==> config.mk <==
export PLATFORM = sky130hd
export DESIGN_NAME = core_step_controller
export DESIGN_NICKNAME = d
export VERILOG_FILES = /design/src/rtl/core_step_controller.sv
export SDC_FILE = /design/constraint.sdc
export NUM_CORES = 1
export LEC_CHECK = 0
export CAP_MARGIN = 10
export CELL_PAD_IN_SITES_DETAIL_PLACEMENT = 1
export CELL_PAD_IN_SITES_GLOBAL_PLACEMENT = 1
export CORE_AREA = 5 5 400 402
export DETAILED_ROUTE_END_ITERATION = 7
export DIE_AREA = 0 0 405 407
export PLACE_DENSITY = 0.53
export SLEW_MARGIN = 0
export SYNTH_ARGS = -nofsm -noshare
export SYNTH_HDL_FRONTEND = slang
export SYNTH_SLANG_ARGS = --single-unit
==> constraint.sdc <==
create_clock -name clk -period 10.18 [get_ports clk]
set_input_delay 2.036 -clock clk [delete_from_list [all_inputs] [get_ports clk]]
set_output_delay 2.036 -clock clk [all_outputs]
set_load 0.005 [all_outputs]
==> src/rtl/core_step_controller.sv <==
// ---------------------------------------------------------------------------
// core_step_controller
//
// Run-control block that sits between a host command stream and a RISC-V
// core. It gates the core clock, holds the core in reset, single-steps it,
// watches the RVFI retirement port for breakpoints and traps, and keeps a
// small trace FIFO of retired {pc, insn} pairs that the host can read back.
//
// Parameters
//   CLK_FREQ      system clock frequency in Hz (informational)
//   TRACE_DEPTH   trace FIFO entries, power of two, 2..256
//   CYCLE_WIDTH   width of the STEP cycle count taken from cmd_arg (1..32)
//   RESET_CYCLES  number of clk cycles reset_core is held (>= 1)
//
// Ports
//   clk, reset            clock and asynchronous active-low reset
//   cmd_valid/ready       host command handshake
//   cmd_op, cmd_arg       opcode (NOP, RESET_CORE, RUN, STEP, HALT, SET_BP,
//                         READ_TRACE, STATUS) and its 32-bit argument
//   rsp_valid/ready/data  response stream, one beat per command
//                         (two beats for READ_TRACE)
//   clk_core_en           core clock enable for an external gating cell
//   reset_core            active-high core reset
//   rvfi_*                core retirement trace inputs
// ---------------------------------------------------------------------------
module core_step_controller #(
  parameter int unsigned CLK_FREQ     = 25000000,
  parameter int unsigned TRACE_DEPTH  = 16,
  parameter int unsigned CYCLE_WIDTH  = 32,
  parameter int unsigned RESET_CYCLES = 16
) (
  input  logic        clk,
  input  logic        reset,
  input  logic        cmd_valid,
  output logic        cmd_ready,
  input  logic [2:0]  cmd_op,
  input  logic [31:0] cmd_arg,
  output logic        rsp_valid,
  input  logic        rsp_ready,
  output logic [31:0] rsp_data,
  output logic        clk_core_en,
  output logic        reset_core,
  input  logic        rvfi_valid,
  input  logic        rvfi_trap,
  input  logic [31:0] rvfi_pc_rdata,
  input  logic [31:0] rvfi_insn
);

  localparam int unsigned AW = (TRACE_DEPTH > 1) ? $clog2(TRACE_DEPTH) : 1;
  localparam int unsigned CW = $clog2(TRACE_DEPTH + 1);

  localparam logic [2:0] OP_NOP        = 3'd0;
  localparam logic [2:0] OP_RESET_CORE = 3'd1;
  localparam logic [2:0] OP_RUN        = 3'd2;
  localparam logic [2:0] OP_STEP       = 3'd3;
  localparam logic [2:0] OP_HALT       = 3'd4;
  localparam logic [2:0] OP_SET_BP     = 3'd5;
  localparam logic [2:0] OP_READ_TRACE = 3'd6;
  localparam logic [2:0] OP_STATUS     = 3'd7;

  localparam logic [31:0] RSP_OK  = 32'h0000_0000;
  localparam logic [31:0] RSP_ERR = 32'hFFFF_FFFF;

  // Reject parameter sets the FIFO pointer arithmetic cannot handle.
  if (TRACE_DEPTH < 2 || TRACE_DEPTH > 256 ||
      (TRACE_DEPTH & (TRACE_DEPTH - 1)) != 0 ||
      CYCLE_WIDTH < 1 || CYCLE_WIDTH > 32 ||
      RESET_CYCLES < 1 || CLK_FREQ == 0) begin : g_paramCheck
    $error("core_step_controller: illegal parameter set");
  end

  typedef enum logic [1:0] {
    RESETTING = 2'd0,
    HALTED    = 2'd1,
    RUNNING   = 2'd2,
    STEPPING  = 2'd3
  } state_t;

  state_t        r_state;
  logic [31:0]   r_count;
  logic          r_rspValid;
  logic [31:0]   r_rspData;
  logic          r_pend2;
  logic [31:0]   r_beat2;
  logic          r_bpEn;
  logic [31:0]   r_bpAddr;
  logic          r_bpHit;
  logic          r_trapHit;
  logic          r_overflow;
  logic [63:0]   r_mem [TRACE_DEPTH];
  logic [AW-1:0] r_wrPtr;
  logic [AW-1:0] r_rdPtr;
  logic [CW-1:0] r_fifoCount;

  state_t        w_nextState;
  logic [31:0]   w_nextCount;
  logic [31:0]   w_stepN;
  logic [31:0]   w_rspWord;
  logic [31:0]   w_beat2Word;
  logic          w_isTwoBeat;
  logic          w_enterReset;
  logic          w_statusRead;
  logic          w_bpLoad;
  logic          w_accept;
  logic          w_inRun;
  logic          w_fifoEmpty;
  logic          w_fifoFull;
  logic [63:0]   w_head;
  logic          w_trapEvt;
  logic          w_bpEvt;
  logic          w_pop;
  logic          w_push;
  logic          w_dropEvt;
  logic [7:0]    w_count8;

  assign cmd_ready   = (r_state != RESETTING) && !r_rspValid && !r_pend2;
  assign rsp_valid   = r_rspValid;
  assign rsp_data    = r_rspData;
  assign reset_core  = (r_state == RESETTING);
  // The core clock runs in every state except HALTED, including RESETTING
  // so the core actually sees its reset.
  assign clk_core_en = (r_state != HALTED);

  assign w_accept    = cmd_valid && cmd_ready;
  assign w_inRun     = (r_state == RUNNING) || (r_state == STEPPING);
  assign w_fifoEmpty = (r_fifoCount == '0);
  assign w_fifoFull  = (r_fifoCount == CW'(TRACE_DEPTH));
  assign w_head      = r_mem[r_rdPtr];
  assign w_count8    = 8'(r_fifoCount);
  assign w_trapEvt   = w_inRun && rvfi_valid && rvfi_trap;
  assign w_bpEvt     = w_inRun && rvfi_valid && r_bpEn && (rvfi_pc_rdata == r_bpAddr);
  assign w_pop       = w_accept && (cmd_op == OP_READ_TRACE) && !w_fifoEmpty;
  // A pop in the same cycle frees a slot, so a full FIFO still accepts the push.
  assign w_push      = rvfi_valid && (r_state != RESETTING) && (!w_fifoFull || w_pop);
  assign w_dropEvt   = rvfi_valid && (r_state != RESETTING) && w_fifoFull && !w_pop;

  // STEP count is the low CYCLE_WIDTH bits of the argument, zero-extended.
  always_comb begin
    w_stepN = '0;
    w_stepN[CYCLE_WIDTH-1:0] = cmd_arg[CYCLE_WIDTH-1:0];
  end

  // Next-state and command decode. Countdowns run first, then accepted
  // commands, then breakpoint/trap halts, and RESET_CORE overrides all.
  always_comb begin
    w_nextState  = r_state;
    w_nextCount  = r_count;
    w_rspWord    = RSP_OK;
    w_beat2Word  = RSP_ERR;
    w_isTwoBeat  = 1'b0;
    w_enterReset = 1'b0;
    w_statusRead = 1'b0;
    w_bpLoad     = 1'b0;

    case (r_state)
      RESETTING, STEPPING: begin
        if (r_count <= 32'd1) begin
          w_nextState = HALTED;
        end else begin
          w_nextCount = r_count - 32'd1;
        end
      end
      default: ;
    endcase

    if (w_accept) begin
      case (cmd_op)
        OP_NOP: ;
        OP_RESET_CORE: w_enterReset = 1'b1;
        OP_RUN: begin
          if (r_state == HALTED) w_nextState = RUNNING;
          else                   w_rspWord   = RSP_ERR;
        end
        OP_STEP: begin
          if (r_state != HALTED) begin
            w_rspWord = RSP_ERR;
          end else if (w_stepN != 32'd0) begin
            w_nextState = STEPPING;
            w_nextCount = w_stepN;
          end
        end
        OP_HALT: w_nextState = HALTED;
        OP_SET_BP: begin
          if (r_state == HALTED) w_bpLoad  = 1'b1;
          else                   w_rspWord = RSP_ERR;
        end
        OP_READ_TRACE: begin
          w_isTwoBeat = 1'b1;
          if (!w_fifoEmpty) begin
            w_rspWord   = w_head[63:32];
            w_beat2Word = w_head[31:0];
          end else begin
            w_rspWord   = RSP_ERR;
            w_beat2Word = RSP_ERR;
          end
        end
        OP_STATUS: begin
          w_statusRead = 1'b1;
          w_rspWord    = {16'b0, w_count8, 3'b0, r_trapHit, r_overflow, r_bpHit, r_state};
        end
        default: ;
      endcase
    end

    if (w_trapEvt || w_bpEvt) begin
      w_nextState = HALTED;
    end

    if (w_enterReset) begin
      w_nextState = RESETTING;
      w_nextCount = 32'(RESET_CYCLES);
    end
  end

  // State register and the shared reset/step countdown.
  always_ff @(posedge clk or negedge reset) begin
    if (!reset) begin
      r_state <= RESETTING;
      r_count <= 32'(RESET_CYCLES);
    end else begin
      r_state <= w_nextState;
      r_count <= w_nextCount;
    end
  end

  // Response stream, breakpoint registers, sticky flags and FIFO pointers.
  // Flag set events win over a same-cycle STATUS clear so none are lost.
  always_ff @(posedge clk or negedge reset) begin
    if (!reset) begin
      r_rspValid  <= 1'b0;
      r_rspData   <= '0;
      r_pend2     <= 1'b0;
      r_beat2     <= '0;
      r_bpEn      <= 1'b0;
      r_bpAddr    <= '0;
      r_bpHit     <= 1'b0;
      r_trapHit   <= 1'b0;
      r_overflow  <= 1'b0;
      r_wrPtr     <= '0;
      r_rdPtr     <= '0;
      r_fifoCount <= '0;
    end else begin
      if (r_rspValid && rsp_ready) begin
        if (r_pend2) begin
          r_rspData <= r_beat2;
          r_pend2   <= 1'b0;
        end else begin
          r_rspValid <= 1'b0;
        end
      end
      if (w_accept) begin
        r_rspValid <= 1'b1;
        r_rspData  <= w_rspWord;
        r_pend2    <= w_isTwoBeat;
        r_beat2    <= w_beat2Word;
      end

      if (w_bpLoad) begin
        if (cmd_arg == 32'hFFFF_FFFF) begin
          r_bpEn <= 1'b0;
        end else begin
          r_bpEn   <= 1'b1;
          r_bpAddr <= cmd_arg;
        end
      end

      if (w_statusRead) begin
        r_bpHit    <= 1'b0;
        r_trapHit  <= 1'b0;
        r_overflow <= 1'b0;
      end
      if (w_bpEvt)   r_bpHit    <= 1'b1;
      if (w_trapEvt) r_trapHit  <= 1'b1;
      if (w_dropEvt) r_overflow <= 1'b1;

      if (w_enterReset) begin
        r_bpHit     <= 1'b0;
        r_trapHit   <= 1'b0;
        r_overflow  <= 1'b0;
        r_wrPtr     <= '0;
        r_rdPtr     <= '0;
        r_fifoCount <= '0;
      end else begin
        if (w_push) r_wrPtr <= r_wrPtr + 1'b1;
        if (w_pop)  r_rdPtr <= r_rdPtr + 1'b1;
        if (w_push && !w_pop)      r_fifoCount <= r_fifoCount + 1'b1;
        else if (w_pop && !w_push) r_fifoCount <= r_fifoCount - 1'b1;
      end
    end
  end

  // Trace storage; pointers alone define occupancy, so no reset is needed.
  always_ff @(posedge clk) begin
    if (w_push) begin
      r_mem[r_wrPtr] <= {rvfi_pc_rdata, rvfi_insn};
    end
  end

endmodule

==> impl_metrics.yaml, run 1 <==
status:
  status: "finished clean"
timing:
  fmax_mhz: 164
  setup_tns_ns: 0
  worst_pin_slew_ns: 1.23
  hold_viol: 0
  fin_skew_ns: 0.0225
  finalCritPeriodShare: 0.598
  max_slew_margin: 0.183
  maxSlewViolCount: 0
  finalHoldWorstSlack_ns: 0.507
  rsz0062_at_grt: "no"
  min_period_ns: 6.08
  setup_viol: 0
yosys:
  synth-seq-cells: 1173
  async_reset_ff_frac: 0.127
  syn_area_per_cell_sq_um: 20.0
  seq_area_frac_synth: 0.741
  synth_edf_count: 1024
  yosys_most_used_dff: "edfxtp_1"
  yosys-top-cells-count: "edfxtp_1 (1024), mux4_2 (268), dfrtp_1 (148)"
  mappedNetlistArea_sq_mm: 0.0465
  synth.net_count: 2451
  synth.most_common_cell: "edfxtp_1"
  yosysTopAreaCell: "edfxtp_1"
  yosys-top-cells-area: "edfxtp_1 (66%), mux4_2 (13%), dfrtp_1 (8.0%)"
  ys_warn_count: 0
  synth_cells: 2331
  yosysTopAreaCellShare: 0.661
  ys_types: 66
die:
  coreArea_sq_mm: 0.156
  placementRows: 145
  initial_core_util: 0.299
  dieArea_sq_mm: 0.165
  boundaryPins: 141
  fp.dieW_um: 405
  die_y_um: 407
hold_path:
  hold_end: "rsp_data[2]"
  hp-class: "reg -> reg"
  min-delay-start: "rsp_data[2]"
  hold_depth: 1
clock_network:
  clk_pin_slew_ns: 0.05
  hold_buffers: 0
  post_cts_buffers: 0
  clkLatencyLatePin_ns: 0.76
  clockRootBuffer: "clkbuf_16"
  htree_num_levels: 4
  cts_sinks: 1173
  cts_tree: "yes"
  cts.repair.resized: 0
  cts_inserted_buffers: 132
  clockBufferDepth: 3
place:
  hpwl_um: 80000
  portBuffers: 140
  dp.cells: 4461
  gp_congestion: 0.776
  place_area_sq_mm: 0.0506
worst_setup_path:
  critPathRequiredTime_ns: 10.55
  worstPathMaxFanout: 34
  rr_worst_depth: 8
  rr_startpoint: "r_state[0]"
  crit_type: "in -> reg"
  rrSetupSlack_ns: 5.20
  critical_path.endpoint_type: "flip-flop"
  arrival_ns: 6.45
  regToRegEndpoint: "r_mem[14][52]"
  start_kind: "input pin"
finish:
  area_delta_synth_final_pct: 18.1
  final_cells: 4701
  regArea_sq_mm: 0.0345
  drive_gt1_frac: 0.241
  multi_input_area_sq_mm: 0.0116
  insertedDiodeCount: 0
  stdcell_area_sq_mm: 0.0549
  nFillCells: 15348
  postLayoutCoreUtil: 0.353
  layout.nets: 2657
routing:
  viasPerCell: 5.02
  firstDrtPassIters: 5
  drt_iter0_drc: 1861
  wl_um: 129000
  antenna_left: 0
  vias: 23606
  drc: 0
  wl_per_cell_um: 27.5
global_route:
  grtUsageTotal: 0.157
  grt_pass1_wl_um: 187000
  grt_pass1_vias: 25599
  antenna_found_initial: 8
  grt_max_degree: 108
  grt_overflow: 0
flow_run:
  cap_violations: 0
pwr:
  vdd_drop_max_uv: 160
  power.density_mw_per_mm2: 268
  p_leak_nw: 17.3
==> power by group <==
group | leakage [nW] | switching (mW) | internal [mW] | total, mW
registers | 10.9 | 0.390 | 5.87 | 6.26
logic | 4.26 | 2.05 | 1.70 | 3.76
clock network | 2.12 | 1.90 | 2.83 | 4.73
==> layout make-up <==
class                   count  share of cell area
flip-flops and latches   1173               0.628
multi-input cells        1010               0.211
clock buffers             175              0.0665
well taps                2058              0.0469
repair buffers            202              0.0347
clock inverters            65              0.0123
inverters                  18             0.00123
==> placed cells by master, fill, tap and decap left out, types with 31 or more instances in the layout <==
cell,n
clkbuf_16,137
nor3_1,33
o22a_1,32
o21ai_1,40
edfxtp_1,1024
mux2_1,31
nand2_1,33
dfrtp_1,144
mux2_2,77
clkdlybuf4s50_1,139
a21oi_1,42
nor2_1,85
buf_4,59
mux4_2,268
xor2_1,46
==> critical path: stages <==
cell and delay, ns:
clkdlybuf4s50_1 0.61, nor2b_1 0.47, nand3_1 0.45, a31oi_1 0.64, nand3_1 0.47, nor2_4 1.02, buf_4 0.64
==> through the flow <==
| step | setup WS (ns) | power [mW] |
|---|---|---|
| 2_1_floorplan | 0.433 | 8.69 |
| 3_3_place_gp | 3.46 | 10.1 |
| 3_5_place_dp | 3.34 | 10.2 |
| 4_1_cts | 4.14 | 15.0 |
| 5_1_grt | 3.89 | 15.4 |
| 6_report | 4.10 | 14.7 |
==> worst max path at each step <==
stage / from / cells after the start / endpoint / slack, ns
6_report: cmd_op[2] / 7 / r_mem[14][52] / 4.10
2_1_floorplan: cmd_valid / 5 / r_mem[0][0] / 0.43
3_3_place_gp: cmd_op[2] / 7 / r_mem[14][52] / 3.46
3_5_place_dp: cmd_op[2] / 7 / r_mem[14][52] / 3.34
4_1_cts: cmd_op[2] / 7 / r_mem[14][53] / 4.14
5_1_grt: cmd_op[2] / 7 / r_mem[14][52] / 3.89
==> cell families after synthesis <==
| group | after synthesis | share of synthesized area |
|---|---|---|
| DFF | 1173 | 0.741 |
| muxes | 388 | 0.158 |
| and+or+nand+nor | 301 | 0.0338 |
| AOI/OAI and AO/OA | 237 | 0.0366 |
| buffers and inverters | 148 | 0.0128 |
| xor gates and xnor gates | 69 | 0.0130 |
| adders and majority gates | 15 | 0.00420 |
==> registers in the layout, summed over array words and instances, names as in the netlist <==
name         flops
r_state          2
r_bpAddr        32
r_bpEn           1
r_count         32
r_rdPtr          4
r_pend2          1
r_bpHit          1
r_fifoCount      5
r_trapHit        1
rsp_data        32
r_overflow       1
r_wrPtr          4
r_beat2         32
r_mem         1024
rsp_valid        1
==> routing by layer <==
metal  part of all wire  wire (um)  vias to the layer above  GRT usage
li1                   -          -                    10016          -
met1               0.45      57700                    12928      0.214
met2               0.49      63800                      505      0.262
met3              0.041       5310                      155     0.0280
met4              0.020       2650                        2     0.0404
met5            0.00010         13                        -          0
Power figures use the tool's default switching activity.
==> run 2: changes to the inputs <==
==> constraint.sdc (replaced) <==
create_clock -name clk -period 5.8 [get_ports clk]
set_input_delay 1.16 -clock clk [delete_from_list [all_inputs] [get_ports clk]]
set_output_delay 1.16 -clock clk [all_outputs]
set_load 0.005 [all_outputs]
==> run 2 against run 1 <==
Net effect: largest power group unchanged; clock power up 65%; clock skew is 0.0010 ns higher; critical path depth increased by 2; setup slack worse by 2.7 ns; worst hold slack got worse by 0.066 ns; sequential cell count unchanged; critical endpoint is now r_mem[6][53]; utilization barely moved; count of clock-buffer cells in the layout fell by 7; highest routed layer unchanged.
==> impl_metrics.yaml, run 2 (synthesis gave the netlist of run 1 again) <==
clock_network:
  clockBufferDepth: 3
  clockRootBuffer: "clkbuf_16"
  hold_buffers: 0
  cts_inserted_buffers: 130
  htree_num_levels: 4
  clkLatencyLatePin_ns: 0.74
  clk_pin_slew_ns: 0.06
  cts_tree: "yes"
  cts_sinks: 1173
  post_cts_buffers: 0
  cts.repair.resized: 0
timing:
  rsz0062_at_grt: "no"
  setup_tns_ns: 0
  fin_skew_ns: 0.0236
  max_slew_margin: 0.195
  hold_viol: 0
  maxSlewViolCount: 0
  finalCritPeriodShare: 0.767
  min_period_ns: 4.45
  setup_viol: 0
  worst_pin_slew_ns: 1.21
  fmax_mhz: 225
worst_setup_path:
  arrival_ns: 4.85
  critical_path.endpoint_type: "flip-flop"
  path_buf_inv: 3
  crit_type: "in -> reg"
  rr_worst_depth: 10
  worstPathMaxFanout: 34
  critPathRequiredTime_ns: 6.20
  crit_cells: 9
  critical_path.cell_chain: "clkdlybuf4s50_1 > nor4b_4 > nand3_1 > buf_4 > a31oi_1 > nand2_1 > nor2_1 > and2_4 > buf_12"
  rr_startpoint: "r_state[0]"
  crit_start: "cmd_valid"
  slowest_delay_ns: 0.73
  start_kind: "input pin"
  critPathSlowestCell: "clkdlybuf4s50_1"
  cpLargestDelayFamily: "simple AND/OR/NAND/NOR gates"
place:
  hpwl_um: 80600
  gp_congestion: 0.781
  dp.cells: 4473
  portBuffers: 140
finish:
  nFillCells: 15275
  drive_gt1_frac: 0.241
  largest_reg_flops: 1024
  final_cells: 4709
  final_cell_mix: "edfxtp_1 (1024), mux4_2 (268), dfrtp_1 (144)"
  largest_register: "r_mem"
  area_delta_synth_final_pct: 18.2
  final_common_cell: "edfxtp_1"
  layout.nets: 2667
routing:
  viasPerCell: 5.03
  wl_per_cell_um: 27.7
  vias: 23676
  drc: 0
  firstDrtPassIters: 5
  antenna_left: 0
  drt_iter0_drc: 1703
  wl_um: 130000
die:
  die_y_um: 407
  placementRows: 145
  boundaryPins: 141
  coreArea_sq_mm: 0.156
  fp.dieW_um: 405
  dieArea_sq_mm: 0.165
  initial_core_util: 0.299
status:
  status: "finished clean"
global_route:
  grt_pass1_vias: 25717
  grt_pass1_wl_um: 189000
  antenna_found_initial: 9
  grt_max_degree: 140
  grtUsageTotal: 0.158
  grt_overflow: 0
pwr:
  power.density_mw_per_mm2: 464
  vdd_drop_max_uv: 242
  p_leak_nw: 17.3
flow_run:
  cap_violations: 0
hold_path:
  hp-class: "in -> async"
## run 2: worst reg2reg max path, cell delays in order (launching register included)
cell	delay, ns
dfrtp_1	0.50
inv_1	0.12
ha_1	0.44
nor4b_4	0.68
nand3_1	0.16
buf_4	0.21
a31oi_1	0.59
nand2_1	0.17
nor2_1	0.27
and2_4	0.55
buf_12	0.35
## run 2: cell type report
cell class	instances	area (sq um)	share of cell area
multi-input cells	1010	11600	0.211
flip-flops and latches	1173	34500	0.627
inverters	18	67.6	0.00123
well taps	2058	2570	0.0468
clock buffers	168	3570	0.0650
diodes	3	7.51	0.000137
repair buffers	214	2250	0.0408
clock inverters	65	425	0.00774
## run 2: path summary, 6_finish.rpt
| kind | slack (ns) | to |
|---|---|---|
| max | 1.35 | r_mem[6][53] |
| max reg2reg | 1.37 | r_mem[6][53] |
| max in group asynchronous | 4.38 | r_rdPtr[2] |
| min reg2reg | 0.51 | r_bpAddr[6] |
| min | 0.44 | rsp_data[16] |
| min in group clk | 0.51 | r_bpAddr[6] |
## run 2: through the flow
stage               setup slack (ns)  power [mW]   util  instance area (sq um)  hold WS (ns)
finish                          1.35        25.5  0.353                  55000         0.441
global route                    1.13        26.7  0.353                  55000         0.480
CTS                             1.38        25.9  0.353                  55000         0.449
detailed placement             0.621        18.0  0.328                  51000         0.496
global placement               0.690        17.8  0.328                  51000         0.491
floorplan                     -0.423        15.2      -                  46500         0.470
## run 2: where the power goes
| part | leakage [nW] | switching [mW] | internal (mW) |
|---|---|---|---|
| sequential | 10.9 | 0.774 | 10.3 |
| clock | 1.96 | 3.30 | 4.52 |
| combinational | 4.38 | 3.54 | 3.07 |
| total | 17.3 | 7.62 | 17.9 |
## run 2: per-layer routing
metal	wire length, um	share of wire	vias to the layer above	GRT usage
li1	-	-	10047	-
met1	56500	0.43	12865	0.210
met2	63200	0.48	593	0.260
met3	7520	0.058	169	0.0393
met4	3090	0.024	2	0.0441
met5	13	0.00010	-	0
==> run 3: changes to the inputs <==
--- a/config.mk
+++ b/config.mk
@@ -11,7 +11,7 @@
 export CORE_AREA = 5 5 400 402
 export DETAILED_ROUTE_END_ITERATION = 7
 export DIE_AREA = 0 0 405 407
-export PLACE_DENSITY = 0.53
+export PLACE_DENSITY = 0.55
 export SLEW_MARGIN = 0
 export SYNTH_ARGS = -nofsm -noshare
 export SYNTH_HDL_FRONTEND = slang
==> constraint.sdc (replaced) <==
create_clock -name clk -period 3.9 [get_ports clk]
set_input_delay 0.78 -clock clk [delete_from_list [all_inputs] [get_ports clk]]
set_output_delay 0.78 -clock clk [all_outputs]
set_load 0.005 [all_outputs]
==> run 3 against run 2 <==
Net effect: sequential power increased by 48%; final cell count increased by 1.1%; clock skew increased by 0.012 ns; first-iteration DRC count increased by 17%; power increased by 50%; design area increased by 1.6%; register-to-register slack got worse by 0.68 ns; wire length increased by 3.2%; non-clock buffer count increased by 54; critical endpoint is now cmd_ready.
==> impl_metrics.yaml, run 3 (synthesis gave the netlist of run 1 again) <==
finish:
  area_delta_synth_final_pct: 20.1
  largest_register: "r_mem"
  regArea_sq_mm: 0.0345
  multi_input_area_sq_mm: 0.0116
  layout.nets: 2711
  largest_reg_flops: 1024
  final_cells: 4759
  final_cell_mix: "edfxtp_1 (1024), mux4_2 (268), dfrtp_1 (144)"
  postLayoutCoreUtil: 0.359
  final_common_cell: "edfxtp_1"
  drive_gt1_frac: 0.259
  nFillCells: 15334
routing:
  viasPerCell: 5.05
  vias: 24052
  drt_iter0_drc: 1993
  wl_um: 135000
  firstDrtPassIters: 5
  antenna_left: 0
  wl_per_cell_um: 28.3
  drc: 0
timing:
  worst_pin_slew_ns: 1.13
  max_slew_margin: 0.248
  finalCritPeriodShare: 0.834
  finalHoldWorstSlack_ns: 0.139
  rsz0062_at_grt: "no"
  maxSlewViolCount: 0
  min_period_ns: 3.25
  setup_viol: 0
  fmax_mhz: 307
  hold_viol: 0
  fin_skew_ns: 0.0356
clock_network:
  cts_tree: "yes"
  hold_buffers: 0
  cts_inserted_buffers: 120
  clk_pin_slew_ns: 0.06
  cts.repair.resized: 0
  clkLatencyLatePin_ns: 0.73
  htree_num_levels: 3
  clockBufferDepth: 3
  clockRootBuffer: "clkbuf_16"
  post_cts_buffers: 0
  cts_sinks: 1173
worst_setup_path:
  crit_type: "reg -> out"
  rr_startpoint: "r_state[0]"
  critPathSlowestCell: "clkdlybuf4s50_1"
  arrival_ns: 2.47
  critical_path.endpoint_type: "output pin"
  worstPathMaxFanout: 6
  start_kind: "flip-flop"
  critPathRequiredTime_ns: 3.12
  slowest_delay_ns: 0.56
  crit_start: "r_state[0]"
  critical_path.cell_chain: "inv_1 > ha_2 > nor3_1 > clkdlybuf4s50_1"
place:
  gp_congestion: 0.801
  hpwl_um: 84400
  portBuffers: 140
  dp.cells: 4527
die:
  boundaryPins: 141
  coreArea_sq_mm: 0.156
  fp.dieW_um: 405
  placementRows: 145
  die_y_um: 407
  dieArea_sq_mm: 0.165
  initial_core_util: 0.299
pwr:
  p_total_mw: 38.3
  power.density_mw_per_mm2: 685
  p_leak_nw: 17.7
  vdd_drop_max_uv: 517
status:
  status: "finished clean"
global_route:
  grt_max_degree: 104
  grt_pass1_wl_um: 194000
  grt_pass1_vias: 26276
  antenna_found_initial: 17
  grtUsageTotal: 0.163
  grt_overflow: 0
hold_path:
  hp-class: "in -> async"
flow_run:
  cap_violations: 0
-- run 3: final cells by class --
type,count,share of cell area
tap,2058,0.0461
sequential,1173,0.618
clock inverter,78,0.0148
inverter,18,0.00121
timing repair buffer,268,0.0549
antenna,6,0.000269
multi-input combinational,1010,0.208
clock buffer,148,0.0571
-- run 3: final timing paths --
kind	to	cells after the start	slack [ns]
max	cmd_ready	4	0.65
min	rsp_data[27]	1	0.14
max reg2reg	r_fifoCount[4]	14	0.69
min reg2reg	r_bpAddr[5]	1	0.51
max in group asynchronous	r_bpAddr[26]	2	2.80
min in group clk	r_bpAddr[5]	1	0.51
-- run 3: where the power goes --
part / internal (mW) / switching, mW / total (mW)
Clock: 6.85 / 4.87 / 11.7
Combinational: 4.74 / 5.39 / 10.1
Sequential: 15.3 / 1.12 / 16.4
-- run 3: critical path: cells and delay by family, from the launching register on --
family | cells | cell delay, ns
fa+ha+maj | 1 | 0.31
buf+inv | 2 | 0.67
flops | 1 | 0.48
simple gates | 1 | 0.29
-- run 3: metal layers --
layer  vias to the layer above  share of wire  global-route usage
li1                      10126              -                   -
met3                       190          0.055              0.0332
met2                       634           0.49               0.274
met1                     13088           0.43               0.214
met4                        14          0.023              0.0446
met5                         -        0.00062                   0
-- run 3: metrics by stage --
step	worst slack (ns)	area (sq um)	setup TNS, ns
finish	0.647	55900	0
global route	0.463	55800	0
CTS	0.522	55800	0
detailed placement	0.114	51800	0
global placement	0.0159	51800	0
floorplan	-0.362	46600	-128.15
